## config.mk

```make
export PLATFORM = sky130hd
export DESIGN_NAME = rc5_cipher_param
export DESIGN_NICKNAME = d
export VERILOG_FILES = /design/src/rtl/rc5_cipher_param.sv
export SDC_FILE = /design/constraint.sdc
export NUM_CORES = 1
export LEC_CHECK = 0
export CAP_MARGIN = 10
export CORE_MARGIN = 4
export CORE_UTILIZATION = 55
export CTS_CLUSTER_SIZE = 20
export DETAILED_ROUTE_END_ITERATION = 6
export GPL_TIMING_DRIVEN = 1
export PLACE_DENSITY = 0.84
export SYNTH_ARGS = -nofsm -noshare
export SYNTH_HDL_FRONTEND = slang
export SYNTH_SLANG_ARGS = --single-unit
export TNS_END_PERCENT = 20
```

## constraint.sdc

```tcl
create_clock -name clock -period 5 [get_ports clock]
set_clock_uncertainty 0.15 [all_clocks]
set_input_delay 0.75 -clock clock [delete_from_list [all_inputs] [get_ports clock]]
set_output_delay 0.75 -clock clock [all_outputs]
set_load 0.005 [all_outputs]
```

## src/rtl/rc5_cipher_param.sv

```systemverilog
// RC5 encrypt/decrypt engine, W-bit words, ROUNDS rounds, with a writable round-key table.
// Blocks enter and leave through valid/ready handshakes; key writes are accepted only while idle.
module rc5_cipher_param #(
   parameter int W      = 16,
   parameter int ROUNDS = 12
) (
   input  logic             clock,
   input  logic             reset,
   input  logic             in_valid,
   output logic             in_ready,
   input  logic [2*W-1:0]   in_data,
   input  logic             in_decrypt,
   output logic             out_valid,
   input  logic             out_ready,
   output logic [2*W-1:0]   out_data,
   input  logic             key_we,
   input  logic [7:0]       key_addr,
   input  logic [W-1:0]     key_wdata,
   output logic             key_wr_err
);

   // state  | meaning
   // IDLE   | waiting for a block; key writes allowed
   // PRE    | key whitening with S[0], S[1] (first step encrypt, last step decrypt)
   // HALF_A | A half-round using S[2i]
   // HALF_B | B half-round using S[2i+1]
   // DONE   | result presented until out_ready

   localparam int NK = 2*ROUNDS + 2;
   localparam int KW = $clog2(NK);
   localparam int LW = $clog2(W);

   typedef enum logic [2:0] {IDLE, PRE, HALF_A, HALF_B, DONE} state_t;

   state_t         state, state_nxt;
   logic [W-1:0]   a_q, b_q, a_nxt, b_nxt;
   logic [7:0]     i_q, i_nxt;
   logic           dec_q, dec_nxt;
   logic [W-1:0]   key_tbl [NK];
   logic [KW-1:0]  idx_a, idx_b;
   logic           key_ok;

   function automatic logic [W-1:0] rotl(input logic [W-1:0] x, input logic [LW-1:0] s);
      logic [2*W-1:0] t;
      t = {x, x} << s;
      return t[2*W-1:W];
   endfunction

   function automatic logic [W-1:0] rotr(input logic [W-1:0] x, input logic [LW-1:0] s);
      logic [2*W-1:0] t;
      t = {x, x} >> s;
      return t[W-1:0];
   endfunction

   assign idx_a     = KW'({i_q, 1'b0});
   assign idx_b     = KW'({i_q, 1'b1});
   assign key_ok    = ({1'b0, key_addr} <= 9'(NK-1));
   assign in_ready  = (state == IDLE);
   assign out_valid = (state == DONE);

   always_ff @(posedge clock) begin
      if (!reset) state <= IDLE;
      else        state <= state_nxt;
   end

   always_comb begin
      state_nxt = state;
      a_nxt     = a_q;
      b_nxt     = b_q;
      i_nxt     = i_q;
      dec_nxt   = dec_q;
      case (state)
         IDLE: begin
            if (in_valid) begin
               a_nxt     = in_data[2*W-1:W];
               b_nxt     = in_data[W-1:0];
               dec_nxt   = in_decrypt;
               i_nxt     = in_decrypt ? 8'(ROUNDS) : 8'd1;
               state_nxt = in_decrypt ? HALF_B : PRE;
            end
         end
         PRE: begin
            if (!dec_q) begin
               a_nxt     = a_q + key_tbl[0];
               b_nxt     = b_q + key_tbl[1];
               state_nxt = HALF_A;
            end else begin
               a_nxt     = a_q - key_tbl[0];
               b_nxt     = b_q - key_tbl[1];
               state_nxt = DONE;
            end
         end
         HALF_A: begin
            if (!dec_q) begin
               a_nxt     = rotl(a_q ^ b_q, b_q[LW-1:0]) + key_tbl[idx_a];
               state_nxt = HALF_B;
            end else begin
               a_nxt = rotr(a_q - key_tbl[idx_a], b_q[LW-1:0]) ^ b_q;
               if (i_q == 8'd1) begin
                  state_nxt = PRE;
               end else begin
                  i_nxt     = i_q - 8'd1;
                  state_nxt = HALF_B;
               end
            end
         end
         HALF_B: begin
            if (!dec_q) begin
               b_nxt = rotl(b_q ^ a_q, a_q[LW-1:0]) + key_tbl[idx_b];
               if (i_q == 8'(ROUNDS)) begin
                  state_nxt = DONE;
               end else begin
                  i_nxt     = i_q + 8'd1;
                  state_nxt = HALF_A;
               end
            end else begin
               b_nxt     = rotr(b_q - key_tbl[idx_b], a_q[LW-1:0]) ^ a_q;
               state_nxt = HALF_A;
            end
         end
         DONE: begin
            if (out_ready) state_nxt = IDLE;
         end
         default: state_nxt = IDLE;
      endcase
   end

   always_ff @(posedge clock) begin
      if (!reset) begin
         a_q        <= '0;
         b_q        <= '0;
         i_q        <= '0;
         dec_q      <= 1'b0;
         out_data   <= '0;
         key_wr_err <= 1'b0;
         for (int k = 0; k < NK; k++) key_tbl[k] <= '0;
      end else begin
         a_q        <= a_nxt;
         b_q        <= b_nxt;
         i_q        <= i_nxt;
         dec_q      <= dec_nxt;
         key_wr_err <= key_we && !(state == IDLE && key_ok);
         // result is captured once, on entry to DONE, so it stays stable through stalls
         if (state != DONE && state_nxt == DONE) out_data <= {a_nxt, b_nxt};
         if (key_we && state == IDLE && key_ok) key_tbl[KW'(key_addr)] <= key_wdata;
      end
   end

endmodule

```

* After elaboration in Yosys (flattened, before gate mapping)
Memories as Yosys holds them, arrays and structs flattened. A register that Yosys moved wholly into a read port is not among the register bits.
Index checks and enable logic that the tools add are counted.
** Operators by class
- Reduce and logical (&&, ||, !) cells :: 11
- Order comparisons :: 1
- Shift-type cells :: 4
- Multiplexer cells :: 35
- Bitwise gates (word level) :: 3
- Add/sub/neg operators :: 10
- Equality and inequality tests :: 13
** Operators by type and width (count)
- $mux 16 :: 7
- $pmux 16 s3 :: 2
- $add 16x16->16 :: 4
- $shl 32x4->32 :: 2
- $shr 32x4->16 :: 2
- $sub 16x16->16 :: 4
- $xor 16x16->16 :: 3
- $mux 8 :: 5
- $mux 5 :: 5
- $pmux 8 s3 :: 1
- $reduce_or 16->1 :: 1
- $mux 3 :: 5
- $pmux 3 s5 :: 1
- $ne 2x2->1 const B :: 5
- $add 8x1->8 const B :: 1
- $eq 8x1->1 const B :: 1
- $eq 8x4->1 const B :: 1
- $le 8x5->1 const B :: 1
- $sub 8x1->8 const B :: 1
- $eq 3x2->1 const B :: 2
- $eq 3x3->1 const B :: 2
- $mux 2 :: 3
- $reduce_and 6->1 :: 1
- $logic_and 1x1->1 :: 5
- other kinds (8) :: 12
** Storage, ports and cells
- RAM bits :: 416
- Register bits after elaboration :: 77
- Input port bits :: 62
- Memories :: 1
- Word-level logic and storage cells :: 85
- Output and inout port bits :: 35
** Memories
- key_tbl :: depth 26, bits a word 16, rd ports 4, clocked after memory_dff 2, wr ports 26, RTL line 39 : logic [W-1:0] key_tbl [NK];

* Logic depth before layout (Yosys ltp)
Gate-level depths: netlist of run 1.
- Depth in word-level cells :: 8
- Gate-level depth with buffers :: 23
- Mapped depth without buffers :: 20

* Worst setup path after synthesis of run 1
OpenSTA, ideal clock, no wires.
- Kind :: flip-flop to flip-flop
- From :: reg with a tool-made name
- To :: reg a_q[6]
- Library setup time :: 0.120 ns
- Stages on the path, launching flop included :: 18
- Slack :: -0.509 ns
- Path buffers :: 3
- Data required time :: 4.730 ns
- Data arrival time :: 5.239 ns
- Period minus slack after synthesis :: 5.509 ns
- Cells stage by stage :: dfxtp_1 -> buf_4 -> clkbuf_1 -> buf_1 -> mux4_2 -> mux4_2 -> ha_1 -> fa_1 -> nor2b_1 -> o2111ai_1 -> a32oi_1 -> mux2_2 -> nor4_1 -> a31o_2 -> a2bb2oi_1 -> mux2_2 -> nor3_1 -> nor2_1
** RTL lines
- end signal: assignment :: RTL line 138 : a_q <= a_nxt;
- end: declaration :: RTL line 36 : logic [W-1:0] a_q, b_q, a_nxt, b_nxt;

==> results of run 1 <==
==> layout make-up <==
cell class | instances | area, um2 | share of cell area (%)
antenna | 3 | 7.51 | 0.0174
inverter | 78 | 297 | 0.686
tap | 855 | 1070 | 2.48
clock buffer | 67 | 1530 | 3.54
multi-input combinational | 2373 | 18800 | 43.5
sequential | 593 | 17000 | 39.4
clock inverter | 45 | 562 | 1.30
timing repair buffer | 449 | 3960 | 9.17
==> per-stage QoR <==
stage / instance area (um2) / power, mW / util (%) / cells / TNS (ps)
after floorplan: 36200 / 13.3 / - / 3264 / -40.2
after global placement: 39700 / 17.4 / 61.6 / 4290 / -2570
after detailed placement: 39700 / 17.5 / 61.6 / 4290 / -3600
after CTS: 42000 / 22.4 / 65.1 / 4406 / -110
after global routing: 43200 / 24.7 / 67.0 / 4460 / -1210
final: 43200 / 23.7 / 67.0 / 4463 / 0
==> critical path: cells and delay by family (launching register included) <==
| family | cells | cell delay (ps) |
|---|---|---|
| muxes | 4 | 1850 |
| buffers and inverters | 2 | 330 |
| AOI/OAI and AO/OA | 4 | 790 |
| and+or+nand+nor | 4 | 670 |
| DFF | 1 | 420 |
| adders and majority gates | 2 | 610 |
==> cell usage after synthesis, drive strengths merged, types with 10 or more instances <==
cell type / number / share of area (%)
mux2i: 92 / 2.6
a21oi: 181 / 2.5
nand4: 10 / 0.17
a31oi: 25 / 0.44
a211o: 14 / 0.34
o31ai: 26 / 0.57
clkbuf: 168 / 1.8
o221ai: 14 / 0.34
and3: 19 / 0.33
a21o: 37 / 0.77
mux2: 17 / 0.53
edfxtp: 512 / 43
or3: 19 / 0.33
nand2: 160 / 1.7
mux4: 175 / 11
ha: 103 / 3.6
nor2: 214 / 2.2
xnor2: 84 / 2.1
buf: 52 / 0.60
o211ai: 33 / 0.69
xor2: 41 / 1.0
inv: 74 / 0.77
nor2b: 19 / 0.33
nand2b: 19 / 0.33
nand3: 42 / 0.59
o2111ai: 10 / 0.24
o21ai: 193 / 2.7
dfxtp: 81 / 4.5
nor4: 18 / 0.31
nor3: 64 / 0.89
a211oi: 33 / 0.69
or4: 10 / 0.21
and2: 435 / 7.6
o21a: 24 / 0.50
==> routing by layer <==
layer / routed length (um) / up-vias / part of all wire, %
li1: - / 12600 / -
met1: 42700 / 14200 / 34
met2: 57200 / 2334 / 46
met3: 15400 / 561 / 12
met4: 9200 / 0 / 7.4
met5: 0 / - / 0
==> placed cells by master, fill, tap and decap left out, types with 41 or more instances in the layout <==
master,count
ha_1,88
mux2i_1,89
xnor2_1,80
mux4_2,175
conb_1,96
edfxtp_1,512
inv_1,66
o21ai_0,145
nand2_1,157
and2_1,433
nand3_1,41
nor2_1,212
clkdlybuf4s50_1,94
nor3_1,59
clkbuf_16,66
dfxtp_1,74
buf_4,319
a21oi_1,170
==> power by group <==
group          internal [mW]  switching [mW]  total (mW)
clock network           2.79            2.06        4.84
logic                   5.52            7.47        13.0
registers               5.65           0.238        5.89
==> worst max-delay path by stage <==
stage | end | startpoint | cells past startpoint | slack (ps)
4_1_cts | a_q[11]$_SDFF_PN0_ | flop | 18 | -40
2_1_floorplan | a_q[6]$_SDFF_PN0_ | flop | 17 | -40
6_report | a_q[6]$_SDFF_PN0_ | flop | 16 | 20
3_5_place_dp | b_q[7]$_SDFF_PN0_ | flop | 18 | -280
3_3_place_gp | b_q[7]$_SDFF_PN0_ | flop | 18 | -340
5_1_grt | a_q[11]$_SDFF_PN0_ | flop | 19 | -110
==> registers in the layout (all words and copies together) (netlist names), named ones only <==
signal	flops
key_wr_err	1
out_data	32
a_q	16
dec_q	1
b_q	16
key_tbl	512
i_q	8
state	3
==> what timing repair did <==
| action | in CTS | in global routing |
|---|---|---|
| setup buffers | 4 | 48 |
| endpoints found under the setup margin | 31 | 41 |
| resized for setup | 35 | 144 |
| pin swaps | 3 | 33 |
| cloned | 0 | 4 |
==> kinds of logic after synthesis <==
group	count (synthesis)
DFF	593
adders and majority gates	109
xor gates and xnor gates	125
other	1
buffers and inverters	298
AOI/OAI and AO/OA	701
muxes	284
and+or+nand+nor	1058
==> metrics.md, run 1 <==
| Metric | Value |
|---|---|
| Synth unique cells | 88 |
| Sequential share of the synthesized area | 47.4% |
| Die Y-Extent | 263 um |
| Max Cap Viol | 0 |
| Clk_lat worst skew | 660 ps |
| DRC viols | 0 |
| Hold path startpoint | reset |
| Reg2Reg Setup Slack | 20 ps |
| Critical path's largest stage delay | 580 ps |
| FP Rows | 93 |
| Total Routing Usage GR | 33.6% |
| Hold Path End | out_data[28]$_SDFFE_PN0P_ |
| Synth Flop Type | edfxtp_1 |
| I/O pin total | 97 |
| Synth Area in Adders | 3.93% |
| Mapped cell area | 35800 um2 |
| Tmin final | 4980 ps |
| Slew HR | 13.5% |
| Worst IR Drop VDD | 0.344 mV |
| Place WS | -277 ps |
| Mux contribution to synthesized area | 14.1% |
| RSZ-0062 raised after global routing | true |
| Post-synthesis area per instance | 11.3 um2 |
| CTS tree | built |
| Yosys warnings | 0 |
| Final period utilization | 99.6% |
| Main combinational cell family by area after synthesis | simple AND/OR/NAND/NOR gates |
| Yosys reg bits | 593 |
| Leakage | 16.5 nW |
| Post-Synth XOR/XNOR Area | 3.12% |
| Reg2Reg Depth | 16 |
| Clock sinks | 593 |
| Fin nets | 3725 |
| Final WL | 125000 um |
| 1st-pass router iterations | 6 |
| Worst-path clk slew | 70 ps |
| Initial DRC count | 4065 |
| Wire length per cell | 27.9 um |
| Status | finished, final reports clean |
| GR Util met2 | 54.3% |
| M3 GR Usage | 7.79% |
| Hold Path Depth | 3 |
| Final hold slack | 293 ps |
| H-tree depth | 2 |
| F_max | 201 MHz |
| Root Driver | clkbuf_16 |
| PD cells | 549 nW/um2 |
| GRT met1 Usage | 42.7% |
| Maximum fanout along the worst path | 7 |
| Hold Crit Class | primary input to flop |
| Post-route setup slack | 20.0 ps |
| Hold Fails Final Rpt | 0 |
| Actual slew at the worst max-slew pin | 1290 ps |
| Largest net degree at the start of global routing | 54 |
| Number of synthesized flops with an enable pin | 512 |
| WP data required | 5360 ps |
| Fillers | 4475 |
| Peak-usage layer in the global routing report | met2 |
| Antenna Violating Nets Remaining | 0 |
| Starting Density | 55.6% |
| Mapped Cells | 3169 |
| Critical path cell sequence | buf_4 -> mux4_2 -> mux4_2 -> ha_2 -> fa_2 -> nor2b_4 -> o2111ai_4 -> a32oi_2 -> buf_4 -> mux2_2 -> nor4_2 -> a31o_2 -> a2bb2oi_2 -> mux2_2 -> nor3_2 -> nor2_1 |
| Die Area | 69300 um2 |
| Area Overhead vs Synth | 20.6% |
| CP startpoint kind | flop |
| First-pass GRT wire length | 178000 um |
| # setup viols final | 0 |
| Reg2reg end | a_q[6]$_SDFF_PN0_ |
| CTS Hold Bufs | 0 |
| Arr. time, crit path | 5340 ps |
| Placer Congestion | 1.06 |
| FFs w/ async S/R, synth | 0% |
| Critical path type | flop to flop |
| Total CTS buffers | 59 |
| Drt via density | 6.64 |
| Layout cells sized above 1 | 22.1% |
| Number of global-route vias before repair | 28300 |
| Final slew viol count | 0 |
| Grt total ovfl | 0 |
| Slowest CP cell | mux4_2 |
| Simple-Gate Fraction of Synth Area | 15.6% |
| Die W | 263 um |
| Port Buffers | 96 |
| Area fraction in compound gates after synthesis | 12.6% |
| Max clock buf depth | 3 |
| Crit end category | flop |
| Via count | 29600 |
| DP HPWL | 82700 um |
| Initial antenna violation count | 3 |
| Core Region | 64500 um2 |
No activity file was read; power rests on OpenSTA's default activity.
==> run 2, diff against run 1 <==
--- a/config.mk
+++ b/config.mk
@@ -6,12 +6,14 @@
 export NUM_CORES = 1
 export LEC_CHECK = 0
 export CAP_MARGIN = 10
+export CELL_PAD_IN_SITES_DETAIL_PLACEMENT = 0
+export CELL_PAD_IN_SITES_GLOBAL_PLACEMENT = 1
 export CORE_MARGIN = 4
-export CORE_UTILIZATION = 55
+export CORE_UTILIZATION = 46
 export CTS_CLUSTER_SIZE = 20
 export DETAILED_ROUTE_END_ITERATION = 6
 export GPL_TIMING_DRIVEN = 1
-export PLACE_DENSITY = 0.84
+export PLACE_DENSITY = 0.86
 export SYNTH_ARGS = -nofsm -noshare
 export SYNTH_HDL_FRONTEND = slang
 export SYNTH_SLANG_ARGS = --single-unit
==> run 2 against run 1 <==
Setup slack got worse by 12 ps. Utilization is 11 points lower. Worst hold slack improved by 9.0 ps. Global-route usage fell by 6.4 points. Fmax is 0.23% lower.
==> metrics.md, run 2 (synthesized netlist as in run 1, its figures left out) <==
| Metric | Value |
|---|---|
| Setup crit end | a_q[11]$_SDFF_PN0_ |
| I/O pin total | 97 (unchanged) |
| Initial DRC count | 3202 (-21%) |
| Clock sinks | 593 (unchanged) |
| Largest net degree at the start of global routing | 46 (-15%) |
| Placer Congestion | 1.02 (-4.1%) |
| RSZ-0062 raised after global routing | true |
| First-pass GRT wire length | 169000 um (-5.2%) |
| Placed instance count | 4505 (+5.0%) |
| Post-route setup slack | 8.39 ps (-11.6 ps) |
| Worst-path clk slew | 70 ps (about the same) |
| Final slew viol count | 0 (unchanged) |
| Max clock buf depth | 3 (unchanged) |
| Die Y-Extent | 287 um (+9.1%) |
| Number of global-route vias before repair | 26900 (-5.1%) |
| Post-route setup TNS | 0 ps (unchanged) |
| Initial antenna violation count | 3 (unchanged) |
| Reg2Reg Depth | 17 (+1) |
| DRC viols | 0 (unchanged) |
| CTS tree | built |
| Max Cap Viol | 0 (unchanged) |
| Area Overhead vs Synth | 21.8% |
| Fin nets | 3734 (+0.24%) |
| Hold Crit Class | flop to flop |
| Die W | 287 um (+9.1%) |
| DP HPWL | 82400 um (-0.34%) |
| Status | finished, final reports clean |
| # setup viols final | 0 (unchanged) |
| Tmin final | 4990 ps (+11.6 ps) |
| Die Area | 82500 um2 (+19%) |
| Critical path's largest stage delay | 520 ps (-60 ps) |
| Root Driver | clkbuf_16 |
| Slew HR | 16.2% (+2.6 points) |
| Slowest CP cell | mux4_2 |
| Largest registers | key_tbl x512, out_data x32 |
| Non-Filler Instances | 4655 (+4.3%) |
| Core Region | 77300 um2 (+20%) |
| Maximum fanout along the worst path | 12 (+5) |
| Reg2reg end | a_q[11]$_SDFF_PN0_ |
| H-tree depth | 3 (+1) |
| Total Routing Usage GR | 27.2% (-6.4 points) |
| Most common library cell in the layout ignoring fill and taps | edfxtp_1 |
| Layout cells sized above 1 | 22.0% (about the same) |
| Total CTS buffers | 68 (+15%) |
| Actual slew at the worst max-slew pin | 1250 ps (-39.1 ps) |
| 1st-pass router iterations | 6 (unchanged) |
| Arr. time, crit path | 5330 ps (about the same) |
| Place WS | -279 ps (-2.04 ps) |
| Max reg flops | 512 (unchanged) |
| Final period utilization | 99.8% (+0.23 points) |
| Wire length per cell | 24.6 um (-12%) |
| Port Buffers | 96 (unchanged) |
| Clk_lat worst skew | 630 ps (-30 ps) |
| Hold Fails Final Rpt | 0 (unchanged) |
| Grt total ovfl | 0 (unchanged) |
| Final WL | 114000 um (-8.1%) |
| Final hold slack | 302 ps (+9.00 ps) |
| Critical Path Most Common Cell | mux4_2 |
| FP Rows | 102 (+9.7%) |
| Worst IR Drop VDD | 0.264 mV (-23%) |
| Reg2Reg Setup Slack | 8 ps (about the same) |
| Leakage | 16.6 nW (+0.48%) |
| CP startpoint kind | flop |
| Crit end category | flop |
| Antenna Violating Nets Remaining | 0 (unchanged) |
| Starting Density | 46.3% (-9.3 points) |
| F_max | 200 MHz (-0.23%) |
| Drt via density | 6.02 (-9.3%) |
| Biggest register | key_tbl |
| Most frequent cells in the layout | 512 x edfxtp_1, 434 x and2_1, 324 x buf_4 |
| Critical path type | flop to flop |
| WP data required | 5340 ps (-20 ps) |
| Fillers | 6334 (+42%) |
| Via count | 28000 (-5.4%) |
| PD cells | 552 nW/um2 (+0.50%) |
| Critical path cell sequence | buf_12 -> buf_12 -> buf_4 -> mux4_2 -> mux4_2 -> inv_1 -> ha_2 -> nand4_1 -> or3_1 -> o211a_1 -> o31ai_2 -> xor2_1 -> mux4_2 -> mux4_2 -> xor2_1 -> nand3_1 -> nand3_1 |
| CTS Hold Bufs | 0 (unchanged) |
-- run 2: repair_timing --
action | 4_1_cts | 5_1_grt
resized for setup | 24 | 150
endpoints found under the setup margin | 32 | 41
pin swaps | 1 | 25
buffers inserted | 5 | 18
gates cloned | 1 | 2
-- run 2: power breakdown --
| group | switching (mW) | internal [mW] | leakage, nW | total, mW |
|---|---|---|---|---|
| clock network | 2.14 | 3.01 | 1.11 | 5.16 |
| logic | 7.48 | 5.58 | 9.59 | 13.1 |
| registers | 0.214 | 5.65 | 5.91 | 5.87 |
-- run 2: worst min path at each step --
stage	cells after the start	to	slack (ps)	start
floorplan	2	out_data[17]$_SDFFE_PN0P_	300	out_data[17]$_SDFFE_PN0P_
finish	2	out_data[18]$_SDFFE_PN0P_	300	out_data[18]$_SDFFE_PN0P_
CTS	2	out_data[18]$_SDFFE_PN0P_	310	out_data[18]$_SDFFE_PN0P_
global route	2	out_data[18]$_SDFFE_PN0P_	330	out_data[18]$_SDFFE_PN0P_
global placement	2	out_data[16]$_SDFFE_PN0P_	290	out_data[16]$_SDFFE_PN0P_
detailed placement	2	out_data[18]$_SDFFE_PN0P_	290	out_data[18]$_SDFFE_PN0P_
-- run 2: worst max-delay path, delay by kind of cell (launching register included) --
| family | cells | cell delay, ps |
|---|---|---|
| adder cells (fa/ha/maj) | 1 | 250 |
| multiplexers | 4 | 2010 |
| buffers and inverters | 4 | 600 |
| flip-flops | 1 | 460 |
| AND/OR/NAND/NOR | 4 | 770 |
| XOR/XNOR | 2 | 350 |
| AO/OA/AOI/OAI | 2 | 250 |
-- run 2: area by class of cell --
| type | instances | area [um2] | share of cell area, % |
|---|---|---|---|
| diodes | 3 | 7.51 | 0.0172 |
| clock buffers | 81 | 1750 | 4.01 |
| clock inverters | 38 | 537 | 1.23 |
| inverters | 78 | 293 | 0.671 |
| multi-input cells | 2373 | 18800 | 43.1 |
| flip-flops and latches | 593 | 17000 | 39.0 |
| well taps | 1040 | 1300 | 2.98 |
| repair buffers | 449 | 3920 | 8.98 |
-- run 2: per-stage QoR --
step	power, mW	utilization [%]	area (um2)
floorplan	13.3	-	36200
global placement	17.7	52.0	40200
detailed placement	17.7	52.0	40200
CTS	23.0	55.2	42700
global route	25.2	56.4	43600
finish	24.1	56.4	43600
-- run 2: metal layers --
layer  track usage (%)  part of all wire [%]
met1              36.8                    40
met5                 0                     0
met2              43.7                    47
met4              10.7                   4.3
met3              4.78                   8.6
